**src/rtl/uart_tx_sched_if.sv**
```systemverilog
// Byte-source and baud-config handshake between the two TX sources and the scheduler.
interface uart_tx_sched_if #(
    parameter int DATA_BITS = 8
);
    logic [1:0]           req;
    logic [DATA_BITS-1:0] data0;
    logic [DATA_BITS-1:0] data1;
    logic [1:0]           gnt;
    logic                 cfg_valid;
    logic [1:0]           cfg_baud;
    logic                 cfg_ack;

    modport master (
        output req, data0, data1, cfg_valid, cfg_baud,
        input  gnt, cfg_ack
    );

    modport slave (
        input  req, data0, data1, cfg_valid, cfg_baud,
        output gnt, cfg_ack
    );
endinterface

```
**src/rtl/uart_tx_sched.sv**
```systemverilog
// Round-robin two-source UART transmitter: 8N1 framing on oversampled baud ticks,
// baud_rate select updated only between frames.
module uart_tx_sched #(
    parameter int DATA_BITS  = 8,
    parameter int OVERSAMPLE = 16
) (
    input  logic              clk,
    input  logic              reset,
    input  logic              baud_clk,
    uart_tx_sched_if.slave    bus,
    output logic [1:0]        baud_rate,
    output logic              tx,
    output logic              busy,
    output logic              owner,
    output logic              done
);
    localparam int OS_W = (OVERSAMPLE > 1) ? $clog2(OVERSAMPLE) : 1;
    localparam int BC_W = (DATA_BITS > 1) ? $clog2(DATA_BITS) : 1;

    typedef enum logic [1:0] {IDLE, START, DATA, STOP} state_t;

    state_t               state_q, state_d;
    logic                 baud_q;
    logic [DATA_BITS-1:0] shift_q, shift_d;
    logic [OS_W-1:0]      os_cnt_q, os_cnt_d;
    logic [BC_W-1:0]      bit_cnt_q, bit_cnt_d;
    logic                 rr_q, rr_d;
    logic                 owner_q, owner_d;
    logic [1:0]           gnt_q, gnt_d;
    logic                 cfg_ack_q, cfg_ack_d;
    logic                 done_q, done_d;
    logic [1:0]           baud_rate_q, baud_rate_d;

    logic tick, os_wrap, win;

    always_comb begin
        state_d     = state_q;
        shift_d     = shift_q;
        os_cnt_d    = os_cnt_q;
        bit_cnt_d   = bit_cnt_q;
        rr_d        = rr_q;
        owner_d     = owner_q;
        baud_rate_d = baud_rate_q;
        gnt_d       = 2'b00;
        cfg_ack_d   = 1'b0;
        done_d      = 1'b0;

        tick    = baud_clk & ~baud_q;
        os_wrap = tick && (os_cnt_q == OS_W'(OVERSAMPLE - 1));
        // rr_q only breaks ties; a lone requester always wins
        win     = (bus.req == 2'b11) ? rr_q : bus.req[1];

        if (state_q != IDLE && tick)
            os_cnt_d = os_wrap ? '0 : os_cnt_q + 1'b1;

        case (state_q)
            IDLE: begin
                if (bus.cfg_valid) begin
                    baud_rate_d = bus.cfg_baud;
                    cfg_ack_d   = 1'b1;
                end else if (|bus.req) begin
                    shift_d   = win ? bus.data1 : bus.data0;
                    gnt_d     = win ? 2'b10 : 2'b01;
                    owner_d   = win;
                    rr_d      = ~win;
                    os_cnt_d  = '0;
                    bit_cnt_d = '0;
                    state_d   = START;
                end
            end
            START: begin
                if (os_wrap) state_d = DATA;
            end
            DATA: begin
                if (os_wrap) begin
                    shift_d = shift_q >> 1;
                    if (bit_cnt_q == BC_W'(DATA_BITS - 1)) begin
                        bit_cnt_d = '0;
                        state_d   = STOP;
                    end else begin
                        bit_cnt_d = bit_cnt_q + 1'b1;
                    end
                end
            end
            STOP: begin
                if (os_wrap) begin
                    done_d  = 1'b1;
                    state_d = IDLE;
                end
            end
            default: state_d = IDLE;
        endcase
    end

    always_ff @(posedge clk or negedge reset) begin
        if (!reset) begin
            state_q     <= IDLE;
            baud_q      <= 1'b0;
            shift_q     <= '0;
            os_cnt_q    <= '0;
            bit_cnt_q   <= '0;
            rr_q        <= 1'b0;
            owner_q     <= 1'b0;
            gnt_q       <= 2'b00;
            cfg_ack_q   <= 1'b0;
            done_q      <= 1'b0;
            baud_rate_q <= 2'b10;
        end else begin
            state_q     <= state_d;
            baud_q      <= baud_clk;
            shift_q     <= shift_d;
            os_cnt_q    <= os_cnt_d;
            bit_cnt_q   <= bit_cnt_d;
            rr_q        <= rr_d;
            owner_q     <= owner_d;
            gnt_q       <= gnt_d;
            cfg_ack_q   <= cfg_ack_d;
            done_q      <= done_d;
            baud_rate_q <= baud_rate_d;
        end
    end

    // tx decoded from state so it drops on the grant edge and idles high in reset
    always_comb begin
        tx = 1'b1;
        case (state_q)
            START:   tx = 1'b0;
            DATA:    tx = shift_q[0];
            default: tx = 1'b1;
        endcase
    end

    assign busy        = (state_q != IDLE);
    assign owner       = owner_q;
    assign done        = done_q;
    assign baud_rate   = baud_rate_q;
    assign bus.gnt     = gnt_q;
    assign bus.cfg_ack = cfg_ack_q;
endmodule

```
**src/flat_wrapper.sv**
```systemverilog
// flat-port wrapper written by rule: the top's interface ports become plain ports
module uart_tx_sched_flat 
#(
    parameter int DATA_BITS  = 8,
    parameter int OVERSAMPLE = 16
)
  (clk, reset, baud_clk, baud_rate, tx, busy, owner, done, bus_req, bus_data0, bus_data1, bus_cfg_valid, bus_cfg_baud, bus_gnt, bus_cfg_ack);
  uart_tx_sched_if #(.DATA_BITS(DATA_BITS)) bus_i ();
  input  logic clk;
  input  logic reset;
  input  logic baud_clk;
  output logic [1:0] baud_rate;
  output logic tx;
  output logic busy;
  output logic owner;
  output logic done;
  input wire logic [$bits(bus_i.req)-1:0] bus_req;
  input wire logic [$bits(bus_i.data0)-1:0] bus_data0;
  input wire logic [$bits(bus_i.data1)-1:0] bus_data1;
  input wire logic [$bits(bus_i.cfg_valid)-1:0] bus_cfg_valid;
  input wire logic [$bits(bus_i.cfg_baud)-1:0] bus_cfg_baud;
  output wire logic [$bits(bus_i.gnt)-1:0] bus_gnt;
  output wire logic [$bits(bus_i.cfg_ack)-1:0] bus_cfg_ack;
  assign bus_i.req = bus_req;
  assign bus_i.data0 = bus_data0;
  assign bus_i.data1 = bus_data1;
  assign bus_i.cfg_valid = bus_cfg_valid;
  assign bus_i.cfg_baud = bus_cfg_baud;
  assign bus_gnt = bus_i.gnt;
  assign bus_cfg_ack = bus_i.cfg_ack;
  uart_tx_sched #(.DATA_BITS(DATA_BITS), .OVERSAMPLE(OVERSAMPLE)) u_core (.clk(clk), .reset(reset), .baud_clk(baud_clk), .bus(bus_i), .baud_rate(baud_rate), .tx(tx), .busy(busy), .owner(owner), .done(done));
endmodule
```
**config.mk**
```make
export PLATFORM = sky130hd
export DESIGN_NAME = uart_tx_sched_flat
export DESIGN_NICKNAME = d
export VERILOG_FILES = /design/src/rtl/uart_tx_sched_if.sv /design/src/rtl/uart_tx_sched.sv /design/src/flat_wrapper.sv
export SDC_FILE = /design/constraint.sdc
export NUM_CORES = 1
export LEC_CHECK = 0
export ABC_AREA = 1
export CAP_MARGIN = 25
export CORE_MARGIN = 8
export CORE_UTILIZATION = 53
export CTS_CLUSTER_DIAMETER = 80
export CTS_CLUSTER_SIZE = 10
export DETAILED_ROUTE_END_ITERATION = 6
export MAX_ROUTING_LAYER = met4
export PLACE_DENSITY = 0.84
export SYNTH_ARGS = -nofsm -noshare
export SYNTH_HDL_FRONTEND = slang
export SYNTH_SLANG_ARGS = --single-unit
```
**constraint.sdc**
```tcl
create_clock -name clk -period 2.8 [get_ports clk]
set_input_delay 0.28 -clock clk [delete_from_list [all_inputs] [get_ports clk]]
set_output_delay 0.28 -clock clk [all_outputs]
set_load 0.05 [all_outputs]
```
==> results.md, run 1 <==
* Routed WL per cell at 11.6 µm
* Clock transition at the registers of the reported paths at 0.14 ns
* Worst-skew pair later-pin latency at 0.33 ns
* Row cnt at 19
* Nets at 268
* P per Cell Area at 995 nW/µm²
* Top cells by area in the synthesized netlist: dfrtp_1 (43%), nand2_1 (20%), inv_1 (7.7%)
* Via count of the first global-routing pass at 1246
* Result of the run: complete, no violations
* Kind of end point of the critical path: output pin
* DRC Markers at 0
* Number of buffers added by the clock tree synthesis step at 3
* Cell accounting for the most synthesized area: dfrtp_1
* Quantity of I/O buffers inserted on ports at 32
* Minimum clock period at 2.61 ns
* Clock Root Buffer: clkbuf_4
* Die area at 4680 µm²
* Number of setup buffers added after CTS at 0
* Cts repair resizes at 0
* Maximum number of pins on one net before global-route repair at 27
* Setup CP Type: reg2out
* Crit start category: register
* Share of cells above drive strength 1 at 0.0593
* Top Ports at 33
* Worst vdd rail ir drop at 0.646 mV
* Detailed Place HPWL at 2350 µm
* Initial antenna violation count at 0
* Unrepaired setup endpoints after global routing: false
* Post-DRT Antenna Nets at 0
* Relative slew margins at 0.651
* Number of endpoints failing setup at the final stage at 0
* Synth top area share at 0.430
* Setup TNS at 0 ns
* Data required time of the critical path at 2.52 ns
* Number of synthesized register bits at 26
* TritonCTS clock tree: built
* Final setup skew at 0.00785 ns
* Place WS at 0.537 ns
* Die span in x at 68.4 µm
* Critical path fanouts, max at 14
* Standard cell core area at 2690 µm²
* Yosys Warn Count at 0
* First-pass GRT wire length at 5290 µm
* Via density per instance at 4.86
* Final weighted congestion in routability-driven placement at 0.887
* Sequential-to-total area share from yosys stat at 0.448
* Post-Synthesis Net Count at 234
* Detailed-route via count at 1297
* Number of optimization iterations in the first detailed-route pass at 4
* Max-slew violation count at 0
* Max_cap viols at 0
* Cell area after technology mapping at 1460 µm²
* Signal arrival time at the worst endpoint at 2.33 ns
* Total gr overflow at 0
* Wire length reported by the detailed router at 3100 µm
* Sink Count at 26
* Post-synthesis instance total at 203
* Leak pwr at 1.02 nW
* Total global-route track usage at 0.147
* Layout Area Growth over Synthesis at 27.3%
* FILL cells at 222
* Maximum clock path buffer count at 2
* Actual slew at the worst max-slew pin at 0.522 ns
* Number of hold violations in the final report at 0
* Path class of the lowest-slack min-delay path: in2async
* CTS hold repair buffers at 0
* Overall die height at 68.4 µm
* Yosys cell types at 19
* Initial detailed-routing violation count at 86
* Antenna diode count at 0
* Final clock period utilization by the worst path at 0.933
* Max Freq at 0.383 GHz
* Synthesized area divided by synthesized cell count at 7.17 µm²
* Starting density of the core at 0.542
* Fin worst setup slack at 0.187 ns
* Number of levels in the clock H-tree at 1
-- state kept, by name, indices dropped and copies added, names as in the netlist --
signal	flops
u_core.rr_q	1
u_core.state_q	2
u_core.bus.gnt	2
u_core.done	1
u_core.baud_rate	2
u_core.bit_cnt_q	3
u_core.owner	1
u_core.os_cnt_q	4
u_core.baud_q	1
u_core.shift_q	8
u_core.bus.cfg_ack	1
-- cells in the final DEF (no fill, tap or decap) --
cell type	n
inv_2	1
bufinv_16	1
nand3_1	19
buf_4	1
nand2_1	76
inv_1	30
nand2_2	3
o21bai_1	1
ha_1	7
nor2_1	19
nor2_2	1
clkdlybuf4s50_1	32
clkbuf_4	3
dfstp_2	1
nor3_1	4
nand3_2	2
o21ai_0	5
o21ai_2	1
dfrtp_1	25
a21oi_1	4
-- critical path, stage by stage (launching register included) --
cell and delay [ns]:
dfrtp_1 0.44, inv_1 0.10, ha_1 0.44, nand2_1 0.08, o21ai_0 0.10, clkdlybuf4s50_1 0.85
-- Yosys cell counts --
cell type / instances
a21oi_1: 4
buf_2: 2
buf_4: 1
clkbuf_1: 1
dfrtp_1: 25
dfstp_2: 1
ha_1: 7
inv_1: 30
inv_2: 1
nand2_1: 76
nand2_2: 3
nand3_1: 19
nand3_2: 2
nor2_1: 19
nor2_2: 1
nor3_1: 4
o21ai_0: 5
o21ai_2: 1
o21bai_1: 1
-- power by group --
group	total (W)	switching [W]	internal [W]
Clock	0.000257	0.000112	0.000145
Sequential	0.000606	0.0000834	0.000522
Combinational	0.000982	0.000654	0.000328
-- per-layer routing --
layer  global-route usage  share of wire
met2                0.246           0.47
met5                    -              0
met3               0.0213          0.062
met4               0.0384         0.0055
met1                0.180           0.46
-- area by class of cell --
cell class,instances,area [µm²],area share
Inverter,31,116,0.0628
Clock buffer,3,22.5,0.0122
Multi-Input combinational cell,142,666,0.359
Clock inverter,1,30.0,0.0162
Timing Repair Buffer,33,328,0.177
Tap cell,31,38.8,0.0209
Sequential cell,26,652,0.352
-- cells by family after synthesis --
group	share of synthesized area
fa+ha+maj	0.0602
buf+inv	0.0946
compound gates	0.0421
flops	0.448
simple gates	0.355
-- final timing paths --
path / from / endpoint / slack, ns / cells past startpoint
hold / removal: reset / u_core.os_cnt_q[1]$_DFF_PN0_ / 0.29 / 2
hold reg to reg: u_core.baud_rate[1]$_DFFE_PN1P_ / u_core.baud_rate[1]$_DFFE_PN1P_ / 0.48 / 2
setup reg to reg: u_core.state_q[0]$_DFFE_PN0P_ / u_core.shift_q[4]$_DFFE_PN0P_ / 0.77 / 8
setup / recovery: u_core.state_q[0]$_DFFE_PN0P_ / tx / 0.19 / 5
min in group clk: bus_cfg_baud[1] / u_core.baud_rate[1]$_DFFE_PN1P_ / 0.45 / 3
max in group asynchronous: reset / u_core.baud_rate[1]$_DFFE_PN1P_ / 2.22 / 2
-- through the flow --
step           area, µm²  utilization  power [W]  hold slack [ns]  std cells
5_1_grt             1850        0.690    0.00200            0.315        267
4_1_cts             1850        0.690    0.00186            0.303        267
2_1_floorplan       1460            -    0.00134          -0.0156        203
3_5_place_dp        1800        0.670    0.00160            0.467        263
6_report            1850        0.690    0.00184            0.288        267
3_3_place_gp        1800        0.670    0.00157            0.458        263
(Power assumes the default switching activity.)
==> run 2: changes to the inputs <==
--- a/config.mk
+++ b/config.mk
@@ -7,13 +7,15 @@
 export LEC_CHECK = 0
 export ABC_AREA = 1
 export CAP_MARGIN = 25
+export CORE_ASPECT_RATIO = 1.1
 export CORE_MARGIN = 8
 export CORE_UTILIZATION = 53
 export CTS_CLUSTER_DIAMETER = 80
 export CTS_CLUSTER_SIZE = 10
 export DETAILED_ROUTE_END_ITERATION = 6
+export HOLD_SLACK_MARGIN = 0.06
 export MAX_ROUTING_LAYER = met4
-export PLACE_DENSITY = 0.84
+export PLACE_DENSITY = 0.95
 export SYNTH_ARGS = -nofsm -noshare
 export SYNTH_HDL_FRONTEND = slang
 export SYNTH_SLANG_ARGS = --single-unit
==> run 2 against run 1 <==
Against the previous run: maximum frequency down 0.82%; clock power down 28%; highest routed layer unchanged; wire length up 5.5%; worst hold slack better by 0.043 ns; die area about the same; cell count up 0.75%; clock-buffer cell count up 1; setup slack worse by 0.021 ns.
==> results.md, run 2 (synthesized netlist as in run 1, its figures left out) <==
* Data required time of the critical path at 2.52 ns (about the same)
* Most common cell after layout, fill and taps aside: nand2_1
* Via count of the first global-routing pass at 1434 (+15%)
* Number of endpoints failing setup at the final stage at 0 (unchanged)
* Worst vdd rail ir drop at 0.630 mV (-2.4%)
* Path class of the lowest-slack min-delay path: in2async
* Clock Root Buffer: clkbuf_4
* Number of buffers added by the clock tree synthesis step at 3 (unchanged)
* Multi-input gate area at 666 µm² (unchanged)
* Top Ports at 33 (unchanged)
* Row cnt at 20 (+1)
* Highest cell delay on the worst timing path at 0.83 ns (-0.02 ns)
* Number of setup buffers added after CTS at 0 (unchanged)
* Initial detailed-routing violation count at 84 (-2.3%)
* Setup TNS at 0 ns (unchanged)
* Overall die height at 71.0 µm (+3.7%)
* Power Total at 0.00178 W (-3.5%)
* Final weighted congestion in routability-driven placement at 0.773 (-13%)
* Worst-path cell chain: inv_1, ha_1, nand2_1, o21ai_0, clkdlybuf4s50_1
* Largest registers in the final layout: u_core.shift_q: 8 flops, u_core.os_cnt_q: 4 flops, u_core.bit_cnt_q: 3 flops
* Maximum clock path buffer count at 2 (unchanged)
* Kind of cell adding the most delay to the critical path: buffers and inverters
* Routed WL per cell at 12.1 µm (+4.7%)
* Crit start category: register
* Unrepaired setup endpoints after global routing: false
* Cts repair resizes at 0 (unchanged)
* Total global-route track usage at 0.157 (+0.00983)
* Share of the core filled with cells at 0.681 (-0.00924)
* Hold slack final at 0.331 ns (+0.0431 ns)
* Final clock period utilization by the worst path at 0.941 (+0.00767)
* Cell Area, Placed at 1800 µm² (+0.14%)
* Layout Area Growth over Synthesis at 26.4%
* Wire length reported by the detailed router at 3270 µm (+5.5%)
* Via density per instance at 5.07 (+4.5%)
* Setup CP Type: reg2out
* Die span in x at 66.0 µm (-3.6%)
* P per Cell Area at 968 nW/µm² (-2.8%)
* Total gr overflow at 0 (unchanged)
* TritonCTS clock tree: built
* FILL cells at 219 (-1.4%)
* CTS hold repair buffers at 0 (unchanged)
* Detailed-route via count at 1365 (+5.2%)
* Sink Count at 26 (unchanged)
* Critical path fanouts, max at 14 (unchanged)
* Quantity of I/O buffers inserted on ports at 32 (unchanged)
* Die area at 4680 µm² (about the same)
* Max-slew violation count at 0 (unchanged)
* Minimum clock period at 2.63 ns (+0.0215 ns)
* Result of the run: complete, no violations
* Nets at 268 (unchanged)
* Number of levels in the clock H-tree at 1 (unchanged)
* Share of cells above drive strength 1 at 0.0593 (unchanged)
* Actual slew at the worst max-slew pin at 0.502 ns (-0.0195 ns)
* Footprint of the flip-flops and latches at 652 µm² (unchanged)
* Highest-count cells in the layout ignoring fill and taps: nand2_1 (76), clkdlybuf4s50_1 (32), inv_1 (30), dfrtp_1 (25)
* Detailed Place HPWL at 2520 µm (+7.3%)
* Signal arrival time at the worst endpoint at 2.35 ns (+0.02 ns)
* Clock transition at the registers of the reported paths at 0.13 ns (about the same)
* Worst-skew pair later-pin latency at 0.32 ns (about the same)
* Initial antenna violation count at 0 (unchanged)
* Number of hold violations in the final report at 0 (unchanged)
* Max_cap viols at 0 (unchanged)
* Leak pwr at 1.01 nW (-0.68%)
* First-pass GRT wire length at 5900 µm (+12%)
* Count of buffer and inverter cells on the critical path at 2 (unchanged)
* Relative slew margins at 0.664 (+0.0130)
* Final setup skew at 0.00298 ns (-0.00488 ns)
* Post-DRT Antenna Nets at 0 (unchanged)
* Post-route design area at 1840 µm² (-0.74%)
* Number of optimization iterations in the first detailed-route pass at 4 (unchanged)
* Starting density of the core at 0.538 (-0.00326)
* Max Freq at 0.380 GHz (-0.82%)
* DRC Markers at 0 (unchanged)
* Kind of end point of the critical path: output pin
* Largest Register: u_core.shift_q
* Maximum number of pins on one net before global-route repair at 27 (unchanged)
* Antenna diode count at 0 (unchanged)
* Standard cell core area at 2700 µm² (+0.61%)
* Flip-flop count of the largest register, all copies and words added at 8 (unchanged)
* Highest-delay cell along the critical path: clkdlybuf4s50_1
run 2: cell types whose count changed in the layout (fill, tap and decap cells not counted), sizes merged:
cell    change
bufinv      -1
clkbuf      +1
run 2: area by class of cell:
class,instances,area share
multi-input combinational,142,0.362
sequential,26,0.354
timing repair buffer,33,0.178
tap,33,0.0224
inverter,31,0.0633
clock buffer,4,0.0197
run 2: final timing paths:
check                           slack (ns)                             from  cells after the start                               to
max in group asynchronous             2.18                            reset                      2  u_core.baud_rate[1]$_DFFE_PN1P_
worst min register to register        0.48  u_core.baud_rate[1]$_DFFE_PN1P_                      2  u_core.baud_rate[1]$_DFFE_PN1P_
worst max register to register        0.75    u_core.state_q[0]$_DFFE_PN0P_                      8    u_core.shift_q[6]$_DFFE_PN0P_
worst max-delay path                  0.17    u_core.state_q[0]$_DFFE_PN0P_                      5                               tx
worst min-delay path                  0.33                            reset                      2     u_core.bus.cfg_ack$_DFF_PN0_
min in group clk                      0.45                  bus_cfg_baud[1]                      3  u_core.baud_rate[1]$_DFFE_PN1P_
run 2: report_power, final:
group	total [W]	leakage (nW)	internal [W]	switching [W]
Sequential	0.000605	0.330	0.000522	0.0000829
Combinational	0.000990	0.659	0.000330	0.000660
Clock	0.000185	0.0210	0.0000795	0.000105
run 2: routing by layer:
| metal | up-vias | track usage | routed length, µm |
|---|---|---|---|
| met5 | - | - | 0 |
| met4 | 0 | 0.0665 | 99 |
| met3 | 10 | 0.0316 | 207 |
| met2 | 49 | 0.265 | 1620 |
| met1 | 623 | 0.174 | 1350 |
| li1 | 683 | - | - |
run 2: per-stage QoR:
step,setup WS (ns),cells
final,0.165,269
after floorplan,0.525,203
after global routing,0.0211,269
after CTS,0.160,269
after global placement,0.632,265
after detailed placement,0.545,265
